$ cat config.mk
export PLATFORM = sky130hd
export DESIGN_NAME = uart_tx_fifo
export DESIGN_NICKNAME = d
export VERILOG_FILES = /design/src/rtl/uart_tx_fifo.sv
export SDC_FILE = /design/constraint.sdc
export NUM_CORES = 1
export LEC_CHECK = 0
export ABC_AREA = 1
export BUFFER_PORTS_ARGS = -buffer_cell sky130_fd_sc_hd__buf_2
export CORE_MARGIN = 10
export CORE_UTILIZATION = 61
export DETAILED_ROUTE_END_ITERATION = 12
export GPL_ROUTABILITY_DRIVEN = 0
export PLACE_DENSITY = 0.87
export REMOVE_ABC_BUFFERS = 1
export SLEW_MARGIN = 40
export SYNTH_ARGS = -nofsm -noshare
export SYNTH_HDL_FRONTEND = slang
export SYNTH_SLANG_ARGS = --single-unit
$ cat constraint.sdc
create_clock -name clk -period 3.41 [get_ports clk]
set_input_delay 0.8525 -clock clk [delete_from_list [all_inputs] [get_ports clk]]
set_output_delay 0.8525 -clock clk [all_outputs]
set_load 0.03 [all_outputs]
$ cat src/rtl/uart_tx_fifo.sv
// UART transmitter fed from the read side of a first-word-fall-through FIFO.
// Each popped word goes out as start bit, DWIDTH data bits (LSB first) and
// STOP_BITS stop bits. Frames chain back-to-back while data and enable allow.
module uart_tx_fifo #(
  parameter int DWIDTH       = 8,
  parameter int CLKS_PER_BIT = 868,
  parameter int STOP_BITS    = 1
) (
  input  logic              clk,
  input  logic              rst_n,
  input  logic              en_i,
  input  logic              fifo_empty_i,
  input  logic [DWIDTH-1:0] fifo_rdata_i,
  output logic              fifo_ren_o,
  output logic              tx_o,
  output logic              busy_o
);

  localparam int CW = $clog2(CLKS_PER_BIT);
  localparam int BW = $clog2(DWIDTH);
  localparam logic [CW-1:0] BAUD_MAX = CW'(CLKS_PER_BIT - 1);
  localparam logic [BW-1:0] BIT_MAX  = BW'(DWIDTH - 1);
  localparam logic          STOP_MAX = 1'(STOP_BITS - 1);

  typedef enum logic [1:0] {IDLE, START, DATA, STOP} state_t;

  state_t            state, state_nxt;
  logic [CW-1:0]     baud_cnt;
  logic [BW-1:0]     bit_idx;
  logic              stop_idx;
  logic [DWIDTH-1:0] shift;
  logic              baud_wrap, last_stop, pop;

  // Pop decode: a word is taken either from idle or on the very last stop
  // cycle, so consecutive frames abut. Held off while reset is asserted.
  always_comb begin
    baud_wrap = (baud_cnt == BAUD_MAX);
    last_stop = (state == STOP) && baud_wrap && (stop_idx == STOP_MAX);
    pop       = rst_n && en_i && !fifo_empty_i && ((state == IDLE) || last_stop);
  end

  // State register
  always_ff @(posedge clk) begin
    if (!rst_n) state <= IDLE;
    else        state <= state_nxt;
  end

  // Next-state decode; every transition outside IDLE happens on a baud wrap
  always_comb begin
    state_nxt = state;
    case (state)
      IDLE:    if (pop) state_nxt = START;
      START:   if (baud_wrap) state_nxt = DATA;
      DATA:    if (baud_wrap && (bit_idx == BIT_MAX)) state_nxt = STOP;
      STOP: begin
        if (pop)            state_nxt = START;
        else if (last_stop) state_nxt = IDLE;
      end
      default: state_nxt = IDLE;
    endcase
  end

  // Outputs: pop strobe is combinational so the FIFO advances in the capture cycle
  always_comb begin
    fifo_ren_o = pop;
    busy_o     = (state != IDLE);
  end

  // Datapath: capture on pop, bit timing, shifting and the registered line
  always_ff @(posedge clk) begin
    if (!rst_n) begin
      tx_o     <= 1'b1;
      baud_cnt <= '0;
      bit_idx  <= '0;
      stop_idx <= 1'b0;
      shift    <= '0;
    end else if (pop) begin
      shift    <= fifo_rdata_i;
      baud_cnt <= '0;
      tx_o     <= 1'b0;
    end else if (state != IDLE) begin
      baud_cnt <= baud_wrap ? '0 : baud_cnt + 1'b1;
      if (baud_wrap) begin
        case (state)
          START: begin
            bit_idx <= '0;
            tx_o    <= shift[0];
          end
          DATA: begin
            if (bit_idx == BIT_MAX) begin
              tx_o     <= 1'b1;
              stop_idx <= 1'b0;
            end else begin
              shift   <= shift >> 1;
              tx_o    <= shift[1];
              bit_idx <= bit_idx + 1'b1;
            end
          end
          STOP: begin
            // final stop without a pop drops to IDLE with the line still high
            if (stop_idx != STOP_MAX) stop_idx <= stop_idx + 1'b1;
          end
          default: ;
        endcase
      end
    end
  end

endmodule

==> results of run 1 <==
## path summary, 6_finish.rpt
path,start,end,depth (start not counted)
min,bit_idx[1],bit_idx[1],2
max,baud_cnt[0],fifo_ren_o,8
max reg2reg,state[0],baud_cnt[2],9
min reg2reg,bit_idx[1],bit_idx[1],2
## power groups by stage
| stage | registers [mW] | clock network, mW | logic (mW) |
|---|---|---|---|
| after floorplan | 0.331 | 0 | 0.291 |
| after global placement | 0.334 | 0 | 0.355 |
| after detailed placement | 0.336 | 0 | 0.366 |
| after CTS | 0.330 | 0.211 | 0.370 |
| after global routing | 0.335 | 0.222 | 0.419 |
| final | 0.330 | 0.208 | 0.374 |
## tightest hold or removal path, cell delays in order (launching register included)
cell	delay, ns
dfxtp_1	0.34
nand2_1	0.06
a21oi_1	0.06
## synth_stat cells
cell	number
a31oi_1	1
buf_2	2
a21boi_2	1
a21oi_1	10
o22ai_1	1
inv_2	3
nor3_1	2
nor3b_1	2
dfxtp_1	24
nand4_1	5
nand2_1	47
nor2_2	2
xor2_1	3
nand2_4	2
nand2_2	4
nor2_1	37
inv_1	24
o21ai_4	1
ha_1	8
nand3_4	1
nand3_1	9
nor4_1	1
buf_6	2
o21ai_0	11
## registers in the layout, summed over array words and instances (netlist names)
name / cells
baud_cnt: 10
bit_idx: 3
shift: 8
state: 2
tx_o: 1
## through the flow
stage	power (mW)	setup WS (ns)	cell area (um^2)	hold slack, ns	util
global route	0.976	0.436	1510	0.515	0.690
CTS	0.912	0.621	1510	0.493	0.690
detailed placement	0.702	0.659	1460	0.449	0.666
floorplan	0.622	1.11	1350	0.447	-
global placement	0.689	0.719	1460	0.440	0.666
finish	0.912	0.614	1510	0.491	0.690
## placed cells by master (no fill, tap or decap), types with 3 or more instances in the layout
cell	Yosys	routed
inv_1	24	24
a21oi_1	10	10
clkbuf_4	0	3
nor2_1	37	37
buf_2	2	14
nand2_2	4	4
o21ai_0	11	11
ha_1	8	8
nand4_1	5	5
inv_2	3	3
dfxtp_1	24	24
xor2_1	3	3
nand2_1	47	47
nand3_1	9	9
## cell families (layout without fill, tap and decap cells)
logic type	count (synthesis)	after routing	share of synthesized area
simple gates	112	112	0.361
buf+inv	31	45	0.0966
compound gates	25	25	0.105
flops	24	24	0.347
fa+ha+maj	8	8	0.0722
xor+xnor	3	3	0.0190
## cell type report
type | count | area (um^2) | share of cell area
multi-input cells | 148 | 772 | 0.511
flip-flops and latches | 24 | 480 | 0.318
inverters | 27 | 101 | 0.0671
repair buffers | 14 | 70.1 | 0.0464
well taps | 28 | 35.0 | 0.0232
clock inverters | 1 | 30.0 | 0.0199
clock buffers | 3 | 22.5 | 0.0149
## metal layers
layer,part of all wire,vias to the layer above,track usage
li1,-,665,-
met1,0.45,584,0.163
met2,0.50,31,0.248
met3,0.043,6,0.0331
met4,0.011,0,0.0487
met5,0,-,0
==> out/metrics.yaml, run 1 <==
drcViolationCount: 0
clock_path_buffers: 2
setup_viol: 0
syn-cell-area_um2: 1390
relSlewSlack: 0.764
power.switching_uw: 366
wl_per_cell_um: 11.9
pwr-share-clk: 0.228
die_y_um: 67.7
p_comb_frac: 0.410
reg2reg_slack_ns: 1.38
drv_cap: 0
cts_made_buffers: 3
grt_pass1_vias: 1223
antenna_cells: 0
cts-resized-gates: 0
synth_area_leaders: "dfxtp_1 (35%), nand2_1 (13%), nor2_1 (10%), ha_1 (7.2%), inv_1 (6.5%)"
finClkSkew_ns: 0.0102
netlist.top_cell.by_area: "dfxtp_1"
drive_above_1_share: 0.147
ir_drop_uv: 408
p_sw_frac: 0.401
clk_pin_slew_ns: 0.14
synth_area_per_cell_um2: 6.83
dp_cells: 241
ctsHoldBuffers: 0
rsz0062_at_grt: "false"
fin_crit_ns: 2.80
status: "finished, final reports clean"
viasPerCell: 5.25
worstSetupPathType: "reg -> out"
cp.arrival_ns: 1.94
wl_um: 2910
critPathMaxStageDelay_ns: 0.39
dr.first_iter.drc_count: 79
antenna_found_initial: 0
hold_viol: 0
endpoint_kind: "output pin"
finalCritPeriodShare: 0.820
fin_nets: 238
slew_viol_final: 0
areaGrowthSynthToFinish_pct: 9.03
antenna_left: 0
required_ns: 2.56
ys_ff_latch: 24
p_int_uw: 547
ys_warn_count: 0
firstDrtPassIters: 4
h-tree-depth: 1
max_freq_mhz: 358
hold_path_class: "reg -> reg"
hpwl_um: 2150
cp_cell_sequence: "ha_1 > nand2_1 > nor2_2 > nand4_1 > nand2_2 > nand2_4 > inv_2 > buf_2"
cts_root_buffer: "clkbuf_4"
core-area_um2: 2190
grt_overflow: 0
yosysSeqAreaShare: 0.347
worst_pin_slew_ns: 0.350
power_density_nw_per_um2: 603
cts_sinks: 24
critPathTopFamily: "simple AND/OR/NAND/NOR gates"
fillCellCount: 190
critPathSlowestCell: "dfxtp_1"
final.setup.tns_ns: 0
row_count: 17
grt_max_degree: 18
initial_utilization: 0.633
p_leak_nw: 0.694
grt_pass1_wl_um: 5230
port_buffers: 14
cts_setup_buffers: 0
tritoncts: "built"
vias: 1286
worstSkewPairLatency_ns: 0.32
die-width_um: 67.7
synthDominantCellAreaShare: 0.347
seqPwrFrac: 0.362
fin_cells: 245
syn_inst: 203
cp-start-kind: "flop"
worst-path-max-fanout: 17
synth.distinct_cells: 24
track_usage: 0.141
worst-path-buf-inv: 2
ioPinCount: 15
die-area_um2: 4580
Power figures use the tool's default switching activity.
==> run 2: changes to the inputs <==
Settings changed: CORE_UTILIZATION 61 to 51, PLACE_DENSITY 0.87 to 0.79.
Clock period 3.41 ns to 2.45 ns, I/O delays scaled along.
==> out/metrics.yaml, run 2 (synthesis gave the netlist of run 1 again) <==
hold_viol: 0  # unchanged
h-tree-depth: 1  # unchanged
relSlewSlack: 0.745  # was 0.764
grt_overflow: 0  # unchanged
rsz0062_at_grt: "false"  # unchanged
ioPinCount: 15  # unchanged
antenna_found_initial: 0  # unchanged
slew_viol_final: 0  # unchanged
worst-path-buf-inv: 4  # was 2
cts_root_buffer: "clkbuf_4"  # unchanged
required_ns: 1.84  # was 2.56 ns
multi_input_area_um2: 772  # unchanged
worstSkewPairLatency_ns: 0.33  # was 0.32 ns
cp_cell_sequence: "inv_1 > ha_1 > inv_2 > nand2_2 > nand2_4 > inv_4 > clkbuf_4"  # was ha_1 > nand2_1 > nor2_2 > nand4_1 > nand2_2 > nand2_4 > inv_2 > buf_2
fin_crit_ns: 2.33
status: "finished, final reports clean"  # unchanged
antenna_left: 0  # unchanged
row_count: 18  # was 17
drv_cap: 0  # unchanged
seq_area_um2: 485  # was 480 um^2
core-area_um2: 2540  # was 2190 um^2
hpwl_um: 2090  # was 2150 um
port_buffers: 14  # unchanged
viasPerCell: 4.91  # was 5.25
power_density_nw_per_um2: 825  # was 603 nW/um^2
dr.first_iter.drc_count: 70  # was 79
die-width_um: 72.1  # was 67.7 um
die-area_um2: 5200  # was 4580 um^2
wl_per_cell_um: 10.8  # was 11.9 um
die_y_um: 72.1  # was 67.7 um
track_usage: 0.108  # was 0.141
layout_commonest_cell: "nand2_1"  # unchanged
initial_utilization: 0.545  # was 0.633
clk_pin_slew_ns: 0.14  # about the same
critPathMaxStageDelay_ns: 0.39  # about the same
clock_path_buffers: 2  # unchanged
worstSetupPathType: "reg -> out"  # unchanged
fillCellCount: 233  # was 190
firstDrtPassIters: 4  # unchanged
ir_drop_uv: 536  # was 408 uV
cp-start-kind: "flop"  # unchanged
antenna_cells: 0  # unchanged
dpl-instance-area_um2: 1480  # was 1460 um^2
top_regs: "baud_cnt x10, shift x8, bit_idx x3"  # unchanged
worst_pin_slew_ns: 0.380  # was 0.350 ns
vias: 1223  # was 1286
drcViolationCount: 0  # unchanged
tritoncts: "built"  # unchanged
setup_viol: 0  # unchanged
areaGrowthSynthToFinish_pct: 11.0  # was 9.03%
max_freq_mhz: 430
ctsHoldBuffers: 0  # unchanged
cts_sinks: 24  # unchanged
p_leak_nw: 0.705  # was 0.694 nW
fin_nets: 240  # was 238
wl_um: 2690  # was 2910 um
critPathTopFamily: "buffers and inverters"  # was simple AND/OR/NAND/NOR gates
grt_pass1_vias: 1145  # was 1223
endpoint_kind: "output pin"  # unchanged
finalCritPeriodShare: 0.950
cts_setup_buffers: 0  # unchanged
total_power_mw: 1.27  # was 912 uW
hold_path_class: "reg -> reg"  # unchanged
final.setup.tns_ns: 0  # unchanged
finClkSkew_ns: 0.00363  # was 0.0102 ns
layout_common_cells: "nand2_1 (47), nor2_1 (37), inv_1 (24)"  # was nand2_1 (47), nor2_1 (37), inv_1 (24), dfxtp_1 (24), buf_2 (14)
drive_above_1_share: 0.174  # was 0.147
cts_made_buffers: 3  # unchanged
grt_max_degree: 15  # was 18
grt_pass1_wl_um: 4720  # was 5230 um
regMostFlops: "baud_cnt"  # unchanged
critPathSlowestCell: "dfxtp_2"  # was dfxtp_1
largest_register_ffs: 10  # unchanged
final_area_um2: 1540  # was 1510 um^2
cp.arrival_ns: 1.71  # was 1.94 ns
worst-path-max-fanout: 12  # was 17
==> run 2: cell count changes in the layout (fill, tap and decap cells not counted), sizes merged <==
cell | previous run | this run
buf | 14 | 15
clkbuf | 3 | 4
==> run 2: layer usage <==
metal / vias to the layer above / wire [um] / track usage / share of wire
met2: 15 / 1250 / 0.178 / 0.46
li1: 670 / - / - / -
met1: 531 / 1290 / 0.128 / 0.48
met3: 7 / 86 / 0.0218 / 0.032
met5: - / 0 / 0 / 0
met4: 0 / 63 / 0.0602 / 0.023
==> run 2: tightest hold or removal path: stages, from the launching register on <==
cell and delay (ns):
dfxtp_1 0.35, nand2_1 0.05, nand3_1 0.05
==> run 2: timing repair <==
item / CTS / global route
hold endpoints to repair: 0 / 0
resized for setup: 0 / 6
endpoints found under the setup margin: 0 / 1
==> run 2: worst paths after layout <==
path	from	cells past startpoint	to	slack [ns]
max	state[0]	7	fifo_ren_o	0.12
min	tx_o	2	tx_o	0.47
max reg2reg	state[0]	10	baud_cnt[8]	0.50
min reg2reg	tx_o	2	tx_o	0.47
==> run 2: cell type report <==
cell class | instances | share of cell area
Tap cell | 30 | 0.0244
Multi-Input combinational cell | 148 | 0.502
Inverter | 27 | 0.0675
Sequential cell | 24 | 0.315
Clock buffer | 3 | 0.0146
Timing Repair Buffer | 16 | 0.0569
Clock inverter | 1 | 0.0195
==> run 2: power breakdown <==
group | internal, mW | leakage, nW | switching (mW)
combinational | 0.175 | 0.481 | 0.336
clock | 0.166 | 0.0279 | 0.129
sequential | 0.431 | 0.196 | 0.0332
total | 0.772 | 0.705 | 0.498
==> run 2: through the flow <==
| step | hold slack (ns) | worst slack [ns] | util | std cells |
|---|---|---|---|---|
| after floorplan | 0.447 | 0.535 | - | 199 |
| after global placement | 0.446 | 0.377 | 0.580 | 245 |
| after detailed placement | 0.443 | 0.360 | 0.580 | 245 |
| after CTS | 0.478 | 0.0310 | 0.601 | 249 |
| after global routing | 0.512 | 0.000986 | 0.605 | 249 |
| final | 0.474 | 0.123 | 0.605 | 249 |
